$ cat src/rtl/imm_operand_sequencer.sv
`default_nettype none
// ============================================================================
// Module      : imm_operand_sequencer
// Description : Sequences the 8->16 sign_extend unit for short immediates and
//               assembles long immediates from a second instruction byte.
//               Optional issue counter enabled by defining OPSEQ_STATS_EN.
// Revision    : 1.0 - initial release
// ============================================================================
module imm_operand_sequencer #(
    parameter int TIMEOUT_CYC = 255,
    parameter int CNT_W       = 16
) (
    input  logic        clk,
    input  logic        rst,
    input  logic        instr_valid_i,
    output logic        instr_ready_o,
    input  logic [7:0]  instr_imm_i,
    input  logic        instr_signed_i,
    input  logic        instr_acc_op_i,
    input  logic        instr_long_i,
    input  logic        byte_valid_i,
    output logic        byte_ready_o,
    input  logic [7:0]  byte_i,
    output logic [7:0]  ext_val_o,
    output logic        ext_acc_s_o,
    output logic        ext_acc_op_o,
    input  logic [15:0] ext_out_i,
    output logic        opnd_valid_o,
    input  logic        opnd_ready_i,
    output logic [15:0] opnd_o,
    output logic        opnd_long_o,
`ifdef OPSEQ_STATS_EN
    output logic [CNT_W-1:0] issue_cnt_o,
`endif
    output logic        busy_o,
    output logic        err_o
);

    localparam int c_TO_W = (TIMEOUT_CYC < 2) ? 1 : $clog2(TIMEOUT_CYC + 1);
    localparam logic [c_TO_W-1:0] c_TO_LAST = c_TO_W'(TIMEOUT_CYC - 1);

    // S_LOAD registers the latched request onto the sign_extend inputs so
    // they are stable for the whole S_EXT cycle.
    typedef enum logic [2:0] {
        S_IDLE    = 3'd0,
        S_LOAD    = 3'd1,
        S_EXT     = 3'd2,
        S_WAIT_HI = 3'd3,
        S_ISSUE   = 3'd4
    } state_t;

    state_t            r_state;
    state_t            w_next;
    logic [7:0]        r_imm;
    logic              r_signed;
    logic              r_acc_op;
    logic [c_TO_W-1:0] r_to_cnt;
    logic [7:0]        r_ext_val;
    logic              r_ext_acc_s;
    logic              r_ext_acc_op;
    logic [15:0]       r_opnd;
    logic              r_opnd_long;
    logic              r_err;
    logic              w_accept;
    logic              w_byte_take;
    logic              w_expire;
    logic              w_issue_hs;

    always_ff @(posedge clk) begin
        if (rst) begin
            r_state <= S_IDLE;
        end else begin
            r_state <= w_next;
        end
    end

    always_comb begin
        w_next      = r_state;
        w_accept    = 1'b0;
        w_byte_take = 1'b0;
        w_expire    = 1'b0;
        w_issue_hs  = 1'b0;
        case (r_state)
            S_IDLE: begin
                if (instr_valid_i) begin
                    w_accept = 1'b1;
                    w_next   = instr_long_i ? S_WAIT_HI : S_LOAD;
                end
            end
            S_LOAD:  w_next = S_EXT;
            S_EXT:   w_next = S_ISSUE;
            S_WAIT_HI: begin
                // A byte arriving in the expiry cycle takes priority.
                if (byte_valid_i) begin
                    w_byte_take = 1'b1;
                    w_next      = S_ISSUE;
                end else if (r_to_cnt == c_TO_LAST) begin
                    w_expire = 1'b1;
                    w_next   = S_IDLE;
                end
            end
            S_ISSUE: begin
                if (opnd_ready_i) begin
                    w_issue_hs = 1'b1;
                    w_next     = S_IDLE;
                end
            end
            default: w_next = S_IDLE;
        endcase
    end

    always_ff @(posedge clk) begin
        if (rst) begin
            r_imm        <= 8'h00;
            r_signed     <= 1'b0;
            r_acc_op     <= 1'b0;
            r_to_cnt     <= '0;
            r_ext_val    <= 8'h00;
            r_ext_acc_s  <= 1'b0;
            r_ext_acc_op <= 1'b0;
            r_opnd       <= 16'h0000;
            r_opnd_long  <= 1'b0;
            r_err        <= 1'b0;
        end else begin
            r_err <= w_expire;
            if (w_accept) begin
                r_imm    <= instr_imm_i;
                r_signed <= instr_signed_i;
                r_acc_op <= instr_acc_op_i;
                r_to_cnt <= '0;
            end
            if (r_state == S_LOAD) begin
                r_ext_val    <= r_imm;
                r_ext_acc_s  <= r_signed;
                r_ext_acc_op <= r_acc_op;
            end
            if (r_state == S_EXT) begin
                r_opnd      <= ext_out_i;
                r_opnd_long <= 1'b0;
            end
            if ((r_state == S_WAIT_HI) && !byte_valid_i) begin
                r_to_cnt <= r_to_cnt + 1'b1;
            end
            if (w_byte_take) begin
                r_opnd      <= {byte_i, r_imm};
                r_opnd_long <= 1'b1;
            end
        end
    end

`ifdef OPSEQ_STATS_EN
    logic [CNT_W-1:0] r_issue_cnt;

    always_ff @(posedge clk) begin
        if (rst) begin
            r_issue_cnt <= '0;
        end else if (w_issue_hs) begin
            r_issue_cnt <= r_issue_cnt + 1'b1;
        end
    end

    assign issue_cnt_o = r_issue_cnt;
`endif

    assign instr_ready_o = (r_state == S_IDLE) && !rst;
    assign byte_ready_o  = (r_state == S_WAIT_HI) && !rst;
    assign opnd_valid_o  = (r_state == S_ISSUE) && !rst;
    assign busy_o        = (r_state != S_IDLE);
    assign err_o         = r_err;
    assign ext_val_o     = r_ext_val;
    assign ext_acc_s_o   = r_ext_acc_s;
    assign ext_acc_op_o  = r_ext_acc_op;
    assign opnd_o        = r_opnd;
    assign opnd_long_o   = r_opnd_long;

endmodule
`default_nettype wire
$ cat config.mk
export PLATFORM = sky130hd
export DESIGN_NAME = imm_operand_sequencer
export DESIGN_NICKNAME = d
export VERILOG_FILES = /design/src/rtl/imm_operand_sequencer.sv
export SDC_FILE = /design/constraint.sdc
export NUM_CORES = 1
export LEC_CHECK = 0
export CORE_UTILIZATION = 48
export CTS_CLUSTER_DIAMETER = 120
export DETAILED_ROUTE_END_ITERATION = 7
export PLACE_DENSITY = 0.88
export SLEW_MARGIN = 10
export SYNTH_ARGS = -nofsm -noshare
export SYNTH_HDL_FRONTEND = slang
export SYNTH_SLANG_ARGS = --single-unit
$ cat constraint.sdc
create_clock -name clk -period 4.02 [get_ports clk]
set_input_delay 0.804 -clock clk [delete_from_list [all_inputs] [get_ports clk]]
set_output_delay 0.804 -clock clk [all_outputs]
set_load 0.03 [all_outputs]
======== Word-level counts from Yosys, hierarchy flattened ========
Cells that the tools add are included.
word-level totals
  register bits ........................... 49
  input port bits ......................... 40
  logic and storage cells ................. 50
cells by class
  add/subtract/negate cells ............... 1
  equality and inequality tests ........... 8
  mux-type cells .......................... 17
  bitwise logic cells ..................... 1
  reductions and logical operators ........ 12
operator list
  operator               count
  $mux W16               2
  $mux W8                2
  $pmux W3 S5            1
  $mux W3                4
  $add A8 B1 Y8 const B  1
  $eq A8 B8 Y1 const B   1
  $mux W1                7
  $eq A3 B2 Y1 const B   2
  $logic_and A1 B1 Y1    4
  $ne A2 B2 Y1 const B   2
  $reduce_bool A2 Y1     2
  $eq A3 B1 Y1 const B   1
  $eq A3 B3 Y1 const B   1
  $logic_not A3 Y1       1
  $ne A3 B3 Y1 const B   1
  $reduce_and A3 Y1      1
  $reduce_bool A3 Y1     1
  $reduce_or A3 Y1       1
  $logic_not A1 Y1       2
  $mux W2                1
  $not A1 Y1             1

======== Depth between registers and ports, before layout ========
Gate-level depths: netlist of run 1.
  word-level depth ........................ 4
  depth in mapped cells ................... 6
  gate-level depth less buffers ........... 4

======== Worst setup path after synthesis of run 1 ========
Ideal clock, no wire load.
  path kind ............................... input to output
  start ................................... in rst
  end ..................................... out opnd_valid_o
  arrival ................................. 2.175 ns
  setup slack ............................. 1.041 ns
  stages on the path ...................... 3
  path buffers ............................ 2
  path through ............................ clkbuf_1 clkbuf_1 nor4b_1
on the way
  cells in the longest elaborated chain, start to end .. 2
RTL lines
  item                 RTL line  text
  start, declared      14        input logic rst,
  $logic_not A1 Y1     167       assign opnd_valid_o = (r_state == S_ISSUE) && !rst;
  $logic_and A1 B1 Y1  167
  end, declared        28        output logic opnd_valid_o,
Every way passes these cells.

======== Worst setup path in the final report of run 1 ========
  start ................................... reg r_state[0]
  end ..................................... out instr_ready_o
on the way
  cells in the longest elaborated chain, start to end .. 2
RTL lines
  item                    RTL line  text
  start, declared         52        state_t r_state;
  start signal, assigned  73        r_state <= w_next;
  $logic_not A3 Y1        165       assign instr_ready_o = (r_state == S_IDLE) && !rst;
  $logic_and A1 B1 Y1     165
  end, declared           16        output logic instr_ready_o,
Every way passes these cells.

==> metrics.md, run 1 <==
| Metric | Value |
|---|---|
| Post-CTS Setup Bufs | 0 |
| Worst-path clk slew | 80 ps |
| Starting Density | 0.514 |
| Synth unique cells | 35 |
| DRT iter0 DRCs | 206 |
| # clock sinks | 49 |
| TNS Setup | 0 ps |
| Post-synth EDFFs | 0 |
| Vias in the first global route | 1,772 |
| Clk pwr share | 0.305 |
| Seq cells post-synth | 49 |
| Hold Vio Cnt, Final | 0 |
| Final instance area | 2880 sq um |
| Row count | 23 |
| Drt pass-1 iters | 4 |
| Ys flop type | dfxtp_1 |
| Post-layout nets | 335 |
| Sw frac | 0.270 |
| Grt total ovfl | 0 |
| DP Wirelength | 3700 microns |
| Worst setup path category | register to output port |
| Post-route ant nets | 0 |
| Post-CTS Resized | 0 |
| Register share of total power | 0.494 |
| Place WS | 1300 ps |
| Synth-to-layout area growth | 36.9% |
| H-Tree Depth | 2 |
| CP max FO | 28 |
| Max IR drop VDD | 0.000225 V |
| Hold Buf Count CTS | 0 |
| Setup Viol. Count Final | 0 |
| Crit path max-delay cell type | clkdlybuf4s50_1 |
| Worst path buffer plus inverter count | 1 |
| Min cycle time layout | 2940 ps |
| Largest net degree at the start of global routing | 45 |
| Die area | 4650 sq um |
| FMAX | 340 MHz |
| # IOs | 72 |
| Worst-Skew Late Latency | 290 ps |
| Final WL | 5510 microns |
| Die Wd | 68.2 microns |
| Core Area | 4090 sq um |
| # DRC | 0 |
| Die Y | 68.2 microns |
| CTS tree | done |
| Via Count | 2,001 |
| RSZ-0062 raised after global routing | no |
| Leak Pwr | 0.981 nW |
| Max-slew violations | 0 |
| Status | complete, no violations |
| CP top delay family | buffers and inverters |
| Syn avg cell area | 8.90 sq um |
| Crit-path max cell delay | 670 ps |
| Comb power frac | 0.201 |
| Int Pwr | 0.797 mW |
| Crit path cell chain | or3_1 -> nor2_1 -> clkdlybuf4s50_1 |
| Mapped Cells | 236 |
| Root Driver | clkbuf_8 |
| Mapped Area | 2100 sq um |
| Port bufs | 71 |
| Max-slew headroom | 0.310 |
| Setup Skew | 3.47 ps |
| Final period util | 0.733 |
| Layout cells sized above 1 | 0.0614 |
| Num CTS Buffers | 5 |
| Pwr Density | 380 nW/um^2 |
| Sw Pwr | 0.294 mW |
| Worst hold-check path type | register to register |
| Critical path arrival | 2140 ps |
| Async S/R FF share, synth | 0 |
| Hold WS | 461 ps |
| Worst-Margin Slew | 1030 ps |
| CP required | 3220 ps |
| Tot GR Track Use | 0.242 |
| Worst setup margin | 1080 ps |
| Crit end category | output port |
| Maxcap violations | 0 |
| YS warnings | 0 |
| Worst Setup Start Kind | register |
| Wire length per cell | 16.1 microns |
| Placed instance area | 2770 sq um |
| Register area share after synthesis | 0.467 |
| Ant. Diodes | 0 |
| Detail-routed via count per cell | 5.83 |
| Layout Utilization | 0.704 |
| First-pass GRT wire length | 8370 microns |
| Final GP Congestion | 0.896 |
| Net Count, Synth | 278 |
| Initial antenna violation count | 0 |
| Clock Path Buffers | 2 |
worst register-to-register path, cell delays in order (launching register included):
cell and delay, ps:
dfxtp_1 930, nand4bb_1 580, nor4_1 470, mux2_2 370
logic make-up (layout without fill, tap and decap cells):
| group | after synthesis | after routing | synth area share |
|---|---|---|---|
| compound gates | 58 | 58 | 0.179 |
| xor+xnor | 1 | 1 | 0.00417 |
| fa+ha+maj | 2 | 2 | 0.0119 |
| buf+inv | 27 | 84 | 0.0679 |
| flops | 49 | 49 | 0.467 |
| mux | 11 | 11 | 0.0530 |
| simple gates | 88 | 88 | 0.217 |
final timing paths:
kind	start	endpoint	slack [ps]	cells past startpoint
worst min register to register	r_acc_op	r_acc_op	460	2
worst max-delay path	r_state[0]	instr_ready_o	1080	3
worst max register to register	r_state[0]	r_to_cnt[7]	1570	3
worst min-delay path	r_acc_op	r_acc_op	460	2
through the flow:
step | total power [mW] | instances
after detailed placement | 0.767 | 336
final | 1.09 | 343
after floorplan | 0.675 | 236
after global placement | 0.762 | 336
after global routing | 1.14 | 343
after CTS | 1.10 | 343
synth_stat cells (3+ instances only):
library cell / number / share of area
buf_2: 9 / 0.021
nand2b_1: 4 / 0.012
or3_1: 4 / 0.012
nor2_1: 15 / 0.027
o32ai_1: 16 / 0.067
nand4_1: 3 / 0.0089
a21oi_1: 34 / 0.081
buf_1: 3 / 0.0054
nand2_1: 24 / 0.043
nor4b_1: 3 / 0.013
nand3_1: 8 / 0.019
mux2i_1: 10 / 0.048
clkbuf_1: 8 / 0.014
inv_1: 3 / 0.0054
dfxtp_1: 49 / 0.47
nor3_1: 17 / 0.040
buf_6: 4 / 0.021
power by group through the flow:
stage	sequential [mW]	clock, mW	combinational (mW)
2_1_floorplan	0.570	0	0.105
3_3_place_gp	0.548	0	0.214
6_report	0.539	0.332	0.220
5_1_grt	0.543	0.363	0.235
4_1_cts	0.539	0.338	0.220
3_5_place_dp	0.550	0	0.218
area by class of cell:
type / count / area [sq um]
Sequential cell: 49 / 981
Clock inverter: 2 / 35.0
Fill cell: 344 / 1210
Clock buffer: 5 / 68.8
Multi-Input combinational cell: 160 / 988
Tap cell: 50 / 62.6
Inverter: 3 / 11.3
Timing Repair Buffer: 74 / 728
sequential cells by signal, summed over array words and instances, names as in the netlist:
| register | count |
|---|---|
| opnd_long_o | 1 |
| r_signed | 1 |
| r_state | 3 |
| r_acc_op | 1 |
| r_to_cnt | 8 |
| ext_acc_op_o | 1 |
| ext_acc_s_o | 1 |
| r_imm | 8 |
| ext_val_o | 8 |
| err_o | 1 |
| opnd_o | 16 |
placed cells by master, fill, tap and decap left out, types with 3 or more instances in the layout:
cell | Yosys | routed
inv_1 | 3 | 3
nor2_1 | 15 | 15
clkdlybuf4s50_1 | 0 | 70
nand4_1 | 3 | 3
o32ai_1 | 16 | 16
nand3_1 | 8 | 8
clkbuf_8 | 0 | 5
buf_4 | 0 | 3
mux2i_1 | 10 | 10
nand2_1 | 24 | 24
nor3_1 | 17 | 17
dfxtp_1 | 49 | 49
or3_1 | 4 | 4
nand2b_1 | 4 | 4
a21oi_1 | 34 | 34
per-layer routing:
metal	wire length, microns	vias up	global-route usage
met5	0	-	0
met4	109	0	0.0911
met1	2370	939	0.314
met2	2700	85	0.398
met3	332	10	0.0417
li1	-	967	-
Power figures use the tool's default switching activity.
==> run 2: changes to the inputs <==
--- a/config.mk
+++ b/config.mk
@@ -5,10 +5,10 @@
 export SDC_FILE = /design/constraint.sdc
 export NUM_CORES = 1
 export LEC_CHECK = 0
-export CORE_UTILIZATION = 48
+export CORE_UTILIZATION = 40
 export CTS_CLUSTER_DIAMETER = 120
 export DETAILED_ROUTE_END_ITERATION = 7
-export PLACE_DENSITY = 0.88
+export PLACE_DENSITY = 0.79
 export SLEW_MARGIN = 10
 export SYNTH_ARGS = -nofsm -noshare
 export SYNTH_HDL_FRONTEND = slang
==> constraint.sdc (replaced) <==
create_clock -name clk -period 2.4 [get_ports clk]
set_input_delay 0.48 -clock clk [delete_from_list [all_inputs] [get_ports clk]]
set_output_delay 0.48 -clock clk [all_outputs]
set_load 0.03 [all_outputs]
==> metrics.md, run 2 (synthesis results as in run 1) <==
| Metric | Value |
|---|---|
| Root Driver | clkbuf_8 |
| H-Tree Depth | 2 (unchanged) |
| Hold Buf Count CTS | 0 (unchanged) |
| CP top delay family | buffers and inverters |
| Post-CTS Setup Bufs | 0 (unchanged) |
| Multi-input gate area | 988 sq um (unchanged) |
| Hold path depth | 2 (unchanged) |
| Met2 Use GR | 0.313 (-0.0850) |
| Final WL | 5380 microns (-2.5%) |
| Max-slew headroom | 0.590 (+0.280) |
| Tot GR Track Use | 0.197 (-0.0447) |
| Starting Density | 0.414 (-0.100) |
| CP required | 1920 ps (-1300 ps) |
| Worst setup path category | register to output port |
| Critical path depth | 3 (unchanged) |
| Synth-to-layout area growth | 40.9% |
| Drt pass-1 iters | 4 (unchanged) |
| Die area | 5550 sq um (+19%) |
| Crit path max-delay cell type | clkdlybuf4s50_1 |
| Fill count | 462 (+34%) |
| Layout cells sized above 1 | 0.0930 (+0.0316) |
| Max FFs per register | 16 (unchanged) |
| Worst hold-check path type | register to register |
| Crit end category | output port |
| DRT iter0 DRCs | 114 (-45%) |
| Met3 usage | 0.0515 (+0.00982) |
| Worst setup margin | 85.2 ps (-990 ps) |
| Worst-Margin Slew | 615 ps (-415 ps) |
| FMAX | 432 MHz |
| Layout Utilization | 0.583 (-0.121) |
| # clock sinks | 49 (unchanged) |
| GRT met1 Usage | 0.267 (-0.0472) |
| Worst-path clk slew | 90 ps (about the same) |
| Detail-routed via count per cell | 5.33 (-8.7%) |
| Crit path cell chain | or3_1 -> nor2_1 -> clkdlybuf4s50_1 |
| DP Wirelength | 3740 microns (+1.1%) |
| # DRC | 0 (unchanged) |
| Worst path buffer plus inverter count | 1 (unchanged) |
| Vias in the first global route | 1,774 (+0.11%) |
| Setup Viol. Count Final | 0 (unchanged) |
| Via Count | 1,977 (-1.2%) |
| Port bufs | 71 (unchanged) |
| Ant. Diodes | 0 (unchanged) |
| Internal reg-to-reg setup slack | 670 ps (-900 ps) |
| Crit-path max cell delay | 690 ps (+20 ps) |
| Post-layout nets | 342 (+2.1%) |
| Leak Pwr | 1.02 nW (+3.9%) |
| Crit path to | instr_ready_o |
| Core Area | 5070 sq um (+24%) |
| Critical path arrival | 1830 ps (-310 ps) |
| Worst Setup Start Kind | register |
| Commonest non-fill, non-tap cell in the layout | clkdlybuf4s50_1 |
| Post-CTS Resized | 0 (unchanged) |
| Num CTS Buffers | 5 (unchanged) |
| Max-slew violations | 0 (unchanged) |
| Grt total ovfl | 0 (unchanged) |
| Die Y | 74.5 microns (+9.3%) |
| Initial antenna violation count | 0 (unchanged) |
| Clock Path Buffers | 2 (unchanged) |
| Wire length per cell | 14.5 microns (-9.9%) |
| R2R depth | 5 (+2) |
| Worst-Skew Late Latency | 310 ps (+20 ps) |
| Min cycle time layout | 2310 ps |
| Reg2reg end | r_to_cnt[3] |
| # IOs | 72 (unchanged) |
| Die Wd | 74.5 microns (+9.3%) |
| Hold Vio Cnt, Final | 0 (unchanged) |
| Most frequent cells in the layout | clkdlybuf4s50_1, dfxtp_1, a21oi_1 |
| Max IR drop VDD | 0.000641 V (+190%) |
| Final period util | 0.965 |
| Post-route ant nets | 0 (unchanged) |
| CTS tree | done |
| Maxcap violations | 0 (unchanged) |
| TNS Setup | 0 ps (unchanged) |
| CP max FO | 2 (-93%) |
| Place WS | 285 ps (-1020 ps) |
| Setup Skew | 7.58 ps (+4.11 ps) |
| Largest net degree at the start of global routing | 50 (+11%) |
| Source of the critical timing path | r_state[2] |
| GR peak layer | met2 |
| RSZ-0062 raised after global routing | no |
| Pwr Density | 633 nW/um^2 (+67%) |
| FF+latch area | 981 sq um (unchanged) |
| Reg-to-Reg Start | r_state[0] |
| Status | complete, no violations |
| First-pass GRT wire length | 8310 microns (-0.66%) |
| Row count | 26 (+13%) |
| Final GP Congestion | 0.837 (-6.6%) |
[run 2: changes by cell type in the layout (fill, tap and decap cells not counted), sizes merged]
cell	before	now
buf	4	13
clkdlybuf4s50	70	68
clkinvlp	0	1
[run 2: worst min path at each step]
stage                         from        to  slack [ps]
after floorplan           r_acc_op  r_acc_op         440
after global placement    r_acc_op  r_acc_op         440
after detailed placement  r_signed  r_signed         450
after CTS                 r_signed  r_signed         460
after global routing      r_acc_op  r_acc_op         490
final                     r_signed  r_signed         460
[run 2: cell type report]
type,count,area share
Timing Repair Buffer,81,0.262
Multi-Input combinational cell,160,0.334
Tap cell,70,0.0296
Clock inverter,3,0.0156
Inverter,3,0.00381
Clock buffer,5,0.0233
Sequential cell,49,0.332
[run 2: worst reg2reg max path, stage by stage, from the launching register on]
cell and delay, ps:
dfxtp_1 340, buf_4 290, nand4bb_1 310, buf_4 260, or3_1 340, a31oi_1 130
[run 2: per-layer routing]
metal / up-vias / part of all wire / wire (microns)
li1: 989 / - / -
met1: 931 / 0.46 / 2450
met2: 55 / 0.49 / 2650
met3: 2 / 0.046 / 249
met4: 0 / 0.0052 / 28
met5: - / 0 / 0
[run 2: report_power, final]
group	internal, mW	total (mW)	switching (mW)	leakage (nW)
registers	0.858	0.885	0.0268	0.399
logic	0.182	0.393	0.211	0.565
clock network	0.312	0.596	0.284	0.0543
total	1.35	1.87	0.523	1.02
[run 2: through the flow]
step                hold WS (ps)  area (sq um)  power [mW]  cells
finish                       459          2960        1.87    371
global route                 488          2960        1.96    371
CTS                          464          2960        1.89    371
detailed placement           451          2840        1.30    363
global placement             442          2840        1.29    363
floorplan                    436          2100        1.13    236
==> run 3: changes to the inputs <==
--- a/config.mk
+++ b/config.mk
@@ -5,6 +5,7 @@
 export SDC_FILE = /design/constraint.sdc
 export NUM_CORES = 1
 export LEC_CHECK = 0
+export ABC_CLOCK_PERIOD_IN_PS = 2400
 export CORE_UTILIZATION = 40
 export CTS_CLUSTER_DIAMETER = 120
 export DETAILED_ROUTE_END_ITERATION = 7
==> results of run 3 <==
No change in the layout: final DEF, timing and power equal those of run 2.
==> RTL change 1, RTL diff (settings of run 2) <==
Re-encode `state_t` (5 states) as one-hot, 5 bits wide.
--- a/src/rtl/imm_operand_sequencer.sv
+++ b/src/rtl/imm_operand_sequencer.sv
@@ -41,12 +41,12 @@
 
     // S_LOAD registers the latched request onto the sign_extend inputs so
     // they are stable for the whole S_EXT cycle.
-    typedef enum logic [2:0] {
-        S_IDLE    = 3'd0,
-        S_LOAD    = 3'd1,
-        S_EXT     = 3'd2,
-        S_WAIT_HI = 3'd3,
-        S_ISSUE   = 3'd4
+    typedef enum logic [4:0] {
+        S_IDLE    = 5'b00001,
+        S_LOAD    = 5'b00010,
+        S_EXT     = 5'b00100,
+        S_WAIT_HI = 5'b01000,
+        S_ISSUE   = 5'b10000
     } state_t;
 
     state_t            r_state;
Function: same outputs for any inputs over 10 cycles, from zero or initial values and one cycle with rst high; not proved beyond that.
==> RTL change 1 against run 2 <==
- the flow now finishes with violations (DRC)
- setup slack better by 0.016 ns
- cell area grew 2.5%
- synthesized area up 2.3%
- critical path type unchanged
- routed wire length down 4.7%
- power is 12% lower
- sequential cell count increased by 2
- register-to-register slack lost 0.28 ns
- synthesized cell count fell by 2.1%
- clock skew fell by 0.0045 ns
==> RTL change 1: results (changes against run 2) <==
The flow ran to the end, but the final reports show violations. The final reports fail on DRC. The sequential cell area fraction in the yosys report came out at 0.475 (+0.00830). The worst endpoint data arrival time came out at roughly 1.8 ns. The pin count of the biggest net entering global routing came out at 37 (-26%). The fraction of registers with async set/reset came out at 0 (unchanged). The wire length of the first global-routing pass came out at 7.96 mm (-4.2%). The remaining routing DRC violations was 1 (+1). The met1 track utilization from global routing came out at 0.225 (-0.0418). The routed wirelength normalized by instance count is 13.8 um (-4.7%). In the synthesized netlist, the cells that appear most often are 51 x sky130_fd_sc_hd__dfxtp_1, 25 x sky130_fd_sc_hd__nand2_1, 22 x sky130_fd_sc_hd__nor2_1, 13 x sky130_fd_sc_hd__a21oi_1, 11 x sky130_fd_sc_hd__nand3_1.

The number of flip-flops in the largest register is 16 (unchanged). The total placed instance area is 2930 um^2 (+3.0%). The met3 capacity usage during global routing came out at 0.0535 (+0.00206). The synthesized net count is 273 (-1.8%). The static leakage power is 1.24 nW (+22%). The combinational share of power came to 0.137 (-0.073). The final non-filler cell total came to 371 (unchanged). The placed wire-length estimate after detailed placement came out at 3.76 mm (+0.62%). The sum of met2 wire segment lengths after detailed routing came out at 2.39 mm (-9.9%). The actual slew at the worst max-slew pin came out at 1.02 ns (+0.406 ns).

The starting DRC count in detailed routing is 84 (-26%). The final setup skew is 0.00304 ns (-0.00453 ns). The power dissipated by switching net loads came out at 0.000409 W (-22%). The length of routed wiring on met1 came out at 2.36 mm (-3.9%). The number of global-route vias before repair is 1815 (+2.3%).

The average via count per standard cell came out at 5.20 (-2.3%). The total congestion overflow came out at 0 (unchanged). The number of nets in the layout is 342 (unchanged). The highest ir drop seen on vdd was 0.292 mV (-54%). The final weighted congestion in routability-driven placement came out at 0.877 (+4.7%). The length of routed met3 wiring came out at 311 um (+25%). The total inserted antenna cells came out at 0 (unchanged).

The initial antenna violation count is 0 (unchanged). The synthesized netlist cell count came out at 231 (-2.1%). After synthesis, the cell types taking the most area are sky130_fd_sc_hd__dfxtp_1 48%, sky130_fd_sc_hd__mux2i_1 4.7%, sky130_fd_sc_hd__nand2_1 4.4%. The post-synthesis cell type count is 44 (+26%).

The total iterations of the first detailed-routing run came to 8 (+4). The global router's overall resource usage is 0.185 (-0.0119). The die width came out at 75.3 um (+1.1%).

The layout filler cell count came out at 487 (+5.4%). The path class of the tightest hold or removal check is flop to flop. The count of warnings emitted by yosys is 0 (unchanged).

The fraction of met2 tracks used by global routing came out at 0.315 (+0.00216). The fraction of power consumed by the clock network is 0.324 (+0.006). The maximum fanout count along the critical path came out at 7 (+5). The H-tree level count is 2 (unchanged). The fraction of final layout cells with drive strength greater than 1 is 0.0864 (-0.00664).
RTL change 1: path summary, 6_finish.rpt:
check                  start    endpoint  slack, ns  cells past startpoint
setup / recovery  r_state[4]      busy_o       0.10                      3
hold / removal    opnd_o[13]  opnd_o[13]       0.46                      1
setup reg to reg  r_state[0]  opnd_o[11]       0.39                      4
hold reg to reg   opnd_o[13]  opnd_o[13]       0.46                      1
RTL change 1: what timing repair did:
item	4_1_cts	5_1_grt
resized for setup	2	1
pin swaps	0	0
endpoints found under the setup margin	2	1
cloned	0	0
hold buffers	0	0
RTL change 1: critical path, stage by stage (launching register included):
cell and delay, ns:
sky130_fd_sc_hd__dfxtp_1 0.51, sky130_fd_sc_hd__nor2_1 0.16, sky130_fd_sc_hd__nand3_1 0.16, sky130_fd_sc_hd__clkdlybuf4s50_1 0.69
RTL change 1: metrics by stage:
| step | setup WS [ns] | total power (W) |
|---|---|---|
| detailed placement | 0.0571 | 0.00114 |
| global placement | 0.103 | 0.00114 |
| floorplan | 0.491 | 0.00103 |
| CTS | 0.0779 | 0.00168 |
| finish | 0.101 | 0.00166 |
| global route | 0.0178 | 0.00173 |
RTL change 1: cell type report:
cell class                 instances  area (um^2)  area share
multi-input combinational        160         1040       0.342
clock inverter                     1         7.51     0.00248
inverter                           5         18.8     0.00619
timing repair buffer              77          763       0.252
clock buffer                       7         96.3      0.0318
tap                               70         87.6      0.0289
sequential                        51         1020       0.337
RTL change 1: cells by family (layout without fill, tap and decap cells):
family                   count (synthesis)  in the layout  synth area share
flip-flops                              51             51             0.475
XOR/XNOR                                 3              3            0.0122
multiplexers                            10             10            0.0466
adder cells (fa/ha/maj)                  2              2            0.0116
AND/OR/NAND/NOR                         93             93             0.224
buffers and inverters                   20             90            0.0425
AO/OA/AOI/OAI                           52             52             0.188
==> RTL change 2, RTL diff (settings of run 2) <==
Without the edit above. Build with the macro `OPSEQ_STATS_EN` defined.
--- a/src/rtl/imm_operand_sequencer.sv
+++ b/src/rtl/imm_operand_sequencer.sv
@@ -6,6 +6,8 @@
 //               Optional issue counter enabled by defining OPSEQ_STATS_EN.
 // Revision    : 1.0 - initial release
 // ============================================================================
+`define OPSEQ_STATS_EN
+
 module imm_operand_sequencer #(
     parameter int TIMEOUT_CYC = 255,
     parameter int CNT_W       = 16
Function (old outputs only; new: issue_cnt_o): kept (equiv_simple and equiv_induct, registers matched by name and starting in step).
==> RTL change 2 against run 2 <==
- the flow now finishes with violations (DRC)
- synthesized area is 31% higher
- first-iteration DRC count is 32% lower
- sequential share of layout area hardly changed
- routed wire length is 21% higher
- setup slack better by 0.083 ns
- worst hold slack worse by 0.0041 ns
- sequential cell count is 16 higher
- non-clock buffer count is 17 higher
- power is 31% higher
- cell area is 33% higher
- global-route usage is 0.42 points lower
- clock skew is 0.0010 ns lower
- via count is 24% higher
- critical path type unchanged
- largest power group unchanged
==> RTL change 2: results (changes against run 2) <==
The length of routed wiring on met1 was 2.85 mm (+16%). The adder-cell area share of the yosys netlist was 0.0137 (+0.00174). The mux cell area share after synthesis came out at 0.0806 (+0.0276). The worst endpoint data arrival time was 1.75 ns (-0.08 ns).

The met1 track utilization from global routing was 0.211 (-0.0559). The remaining routing DRC violations is 5 (+5). The end of the critical path is busy_o. The sequential cell area fraction in the yosys report is 0.473 (+0.00643). The average via count per standard cell is 5.15 (-3.3%). The xor/xnor share of the synthesized area came out at 0.0414 (+0.0373). The flow ran to the end, but the final reports show violations. The layout filler cell count came out at 579 (+25%). The length of routed met3 wiring is 309 um (+24%). The number of buffers inserted during clock tree synthesis is 9 (+4). The global router's overall resource usage came out at 0.193 (-0.00424). The post-synthesis cell type count is 40 (+14%). The final reports fail on DRC. The clock latency reported for the late side of the worst-skew pair came to 0.34 ns (+0.03 ns).

The number of buffers inserted by port buffering came out at 87 (+23%). The met3 capacity usage during global routing was 0.0739 (+0.0224). The wire length of the first global-routing pass is 10.8 mm (+29%). The synthesized-area fraction occupied by ao, oa, aoi and oai cells was 0.119 (-0.0599). The placed wire-length estimate after detailed placement is 4.58 mm (+23%). The final setup skew came out at 0.00657 ns (-0.00101 ns). The clock input transition at the sequential cells of the worst setup and hold paths came out at 0.07 ns (-0.02 ns). The sum of met2 wire segment lengths after detailed routing is 3.30 mm (+25%).

In this run the critical register-to-register path is captured at issue_cnt_o[12]. The startpoint of the worst hold path is opnd_o[12]. The synthesized net count came out at 349 (+26%).

The sum of routed wire length over all layers is 6.49 mm (+21%). Ranked by instance count, the synthesized netlist is headed by 65 x sky130_fd_sc_hd__dfxtp_1, 41 x sky130_fd_sc_hd__nor2_1, 34 x sky130_fd_sc_hd__nand2_1, 25 x sky130_fd_sc_hd__a21oi_1, 21 x sky130_fd_sc_hd__mux2i_1. The delay of the slowest critical-path stage came out at 0.62 ns (-0.07 ns). The maximum fanout count along the critical path was 8 (+6).

The synthesized netlist cell count came out at 306 (+30%). The H-tree level count came out at 3 (+1). The count of vias placed by the detailed router was 2452 (+24%). The worst-case setup slack after placement is 0.118 ns (-0.167 ns).
[RTL change 2: cell types whose count changed after synthesis, moves of 5 or more]
cell                       delta
sky130_fd_sc_hd__o32ai_1     -16
sky130_fd_sc_hd__nor2_1      +26
sky130_fd_sc_hd__a21oi_1      -9
sky130_fd_sc_hd__xor2_1       +6
sky130_fd_sc_hd__a211oi_1    +12
sky130_fd_sc_hd__mux2i_1     +11
sky130_fd_sc_hd__a22oi_1      +5
sky130_fd_sc_hd__clkbuf_1     +8
sky130_fd_sc_hd__dfxtp_1     +16
sky130_fd_sc_hd__nor3_1      -15
sky130_fd_sc_hd__xnor2_1      +6
sky130_fd_sc_hd__nand2_1     +10
[RTL change 2: repair_timing]
action / CTS / global route
gates resized for setup: 1 / 0
hold buffers: 0 / 0
setup endpoints to repair: 1 / 0
[RTL change 2: tightest hold or removal path: stages, from the launching register on]
cell and delay (ns):
sky130_fd_sc_hd__dfxtp_1 0.31, sky130_fd_sc_hd__nand2_1 0.05, sky130_fd_sc_hd__a21oi_1 0.05
[RTL change 2: power breakdown]
group          internal (W)  switching (W)
sequential          0.00112      0.0000284
clock              0.000506       0.000400
combinational      0.000188       0.000203
[RTL change 2: final cells by class]
cell class / instances / area share
multi-input combinational: 216 / 0.348
inverter: 4 / 0.00383
clock inverter: 3 / 0.0102
tap: 77 / 0.0246
sequential: 65 / 0.332
timing repair buffer: 98 / 0.244
clock buffer: 13 / 0.0380
[RTL change 2: through the flow]
stage	power (W)	utilization	instance area, um^2	hold WS, ns
2_1_floorplan	0.00138	-	2750	0.436
3_3_place_gp	0.00156	0.575	3730	0.444
3_5_place_dp	0.00157	0.575	3730	0.449
4_1_cts	0.00247	0.604	3920	0.459
5_1_grt	0.00256	0.604	3920	0.477
6_report	0.00245	0.604	3920	0.455
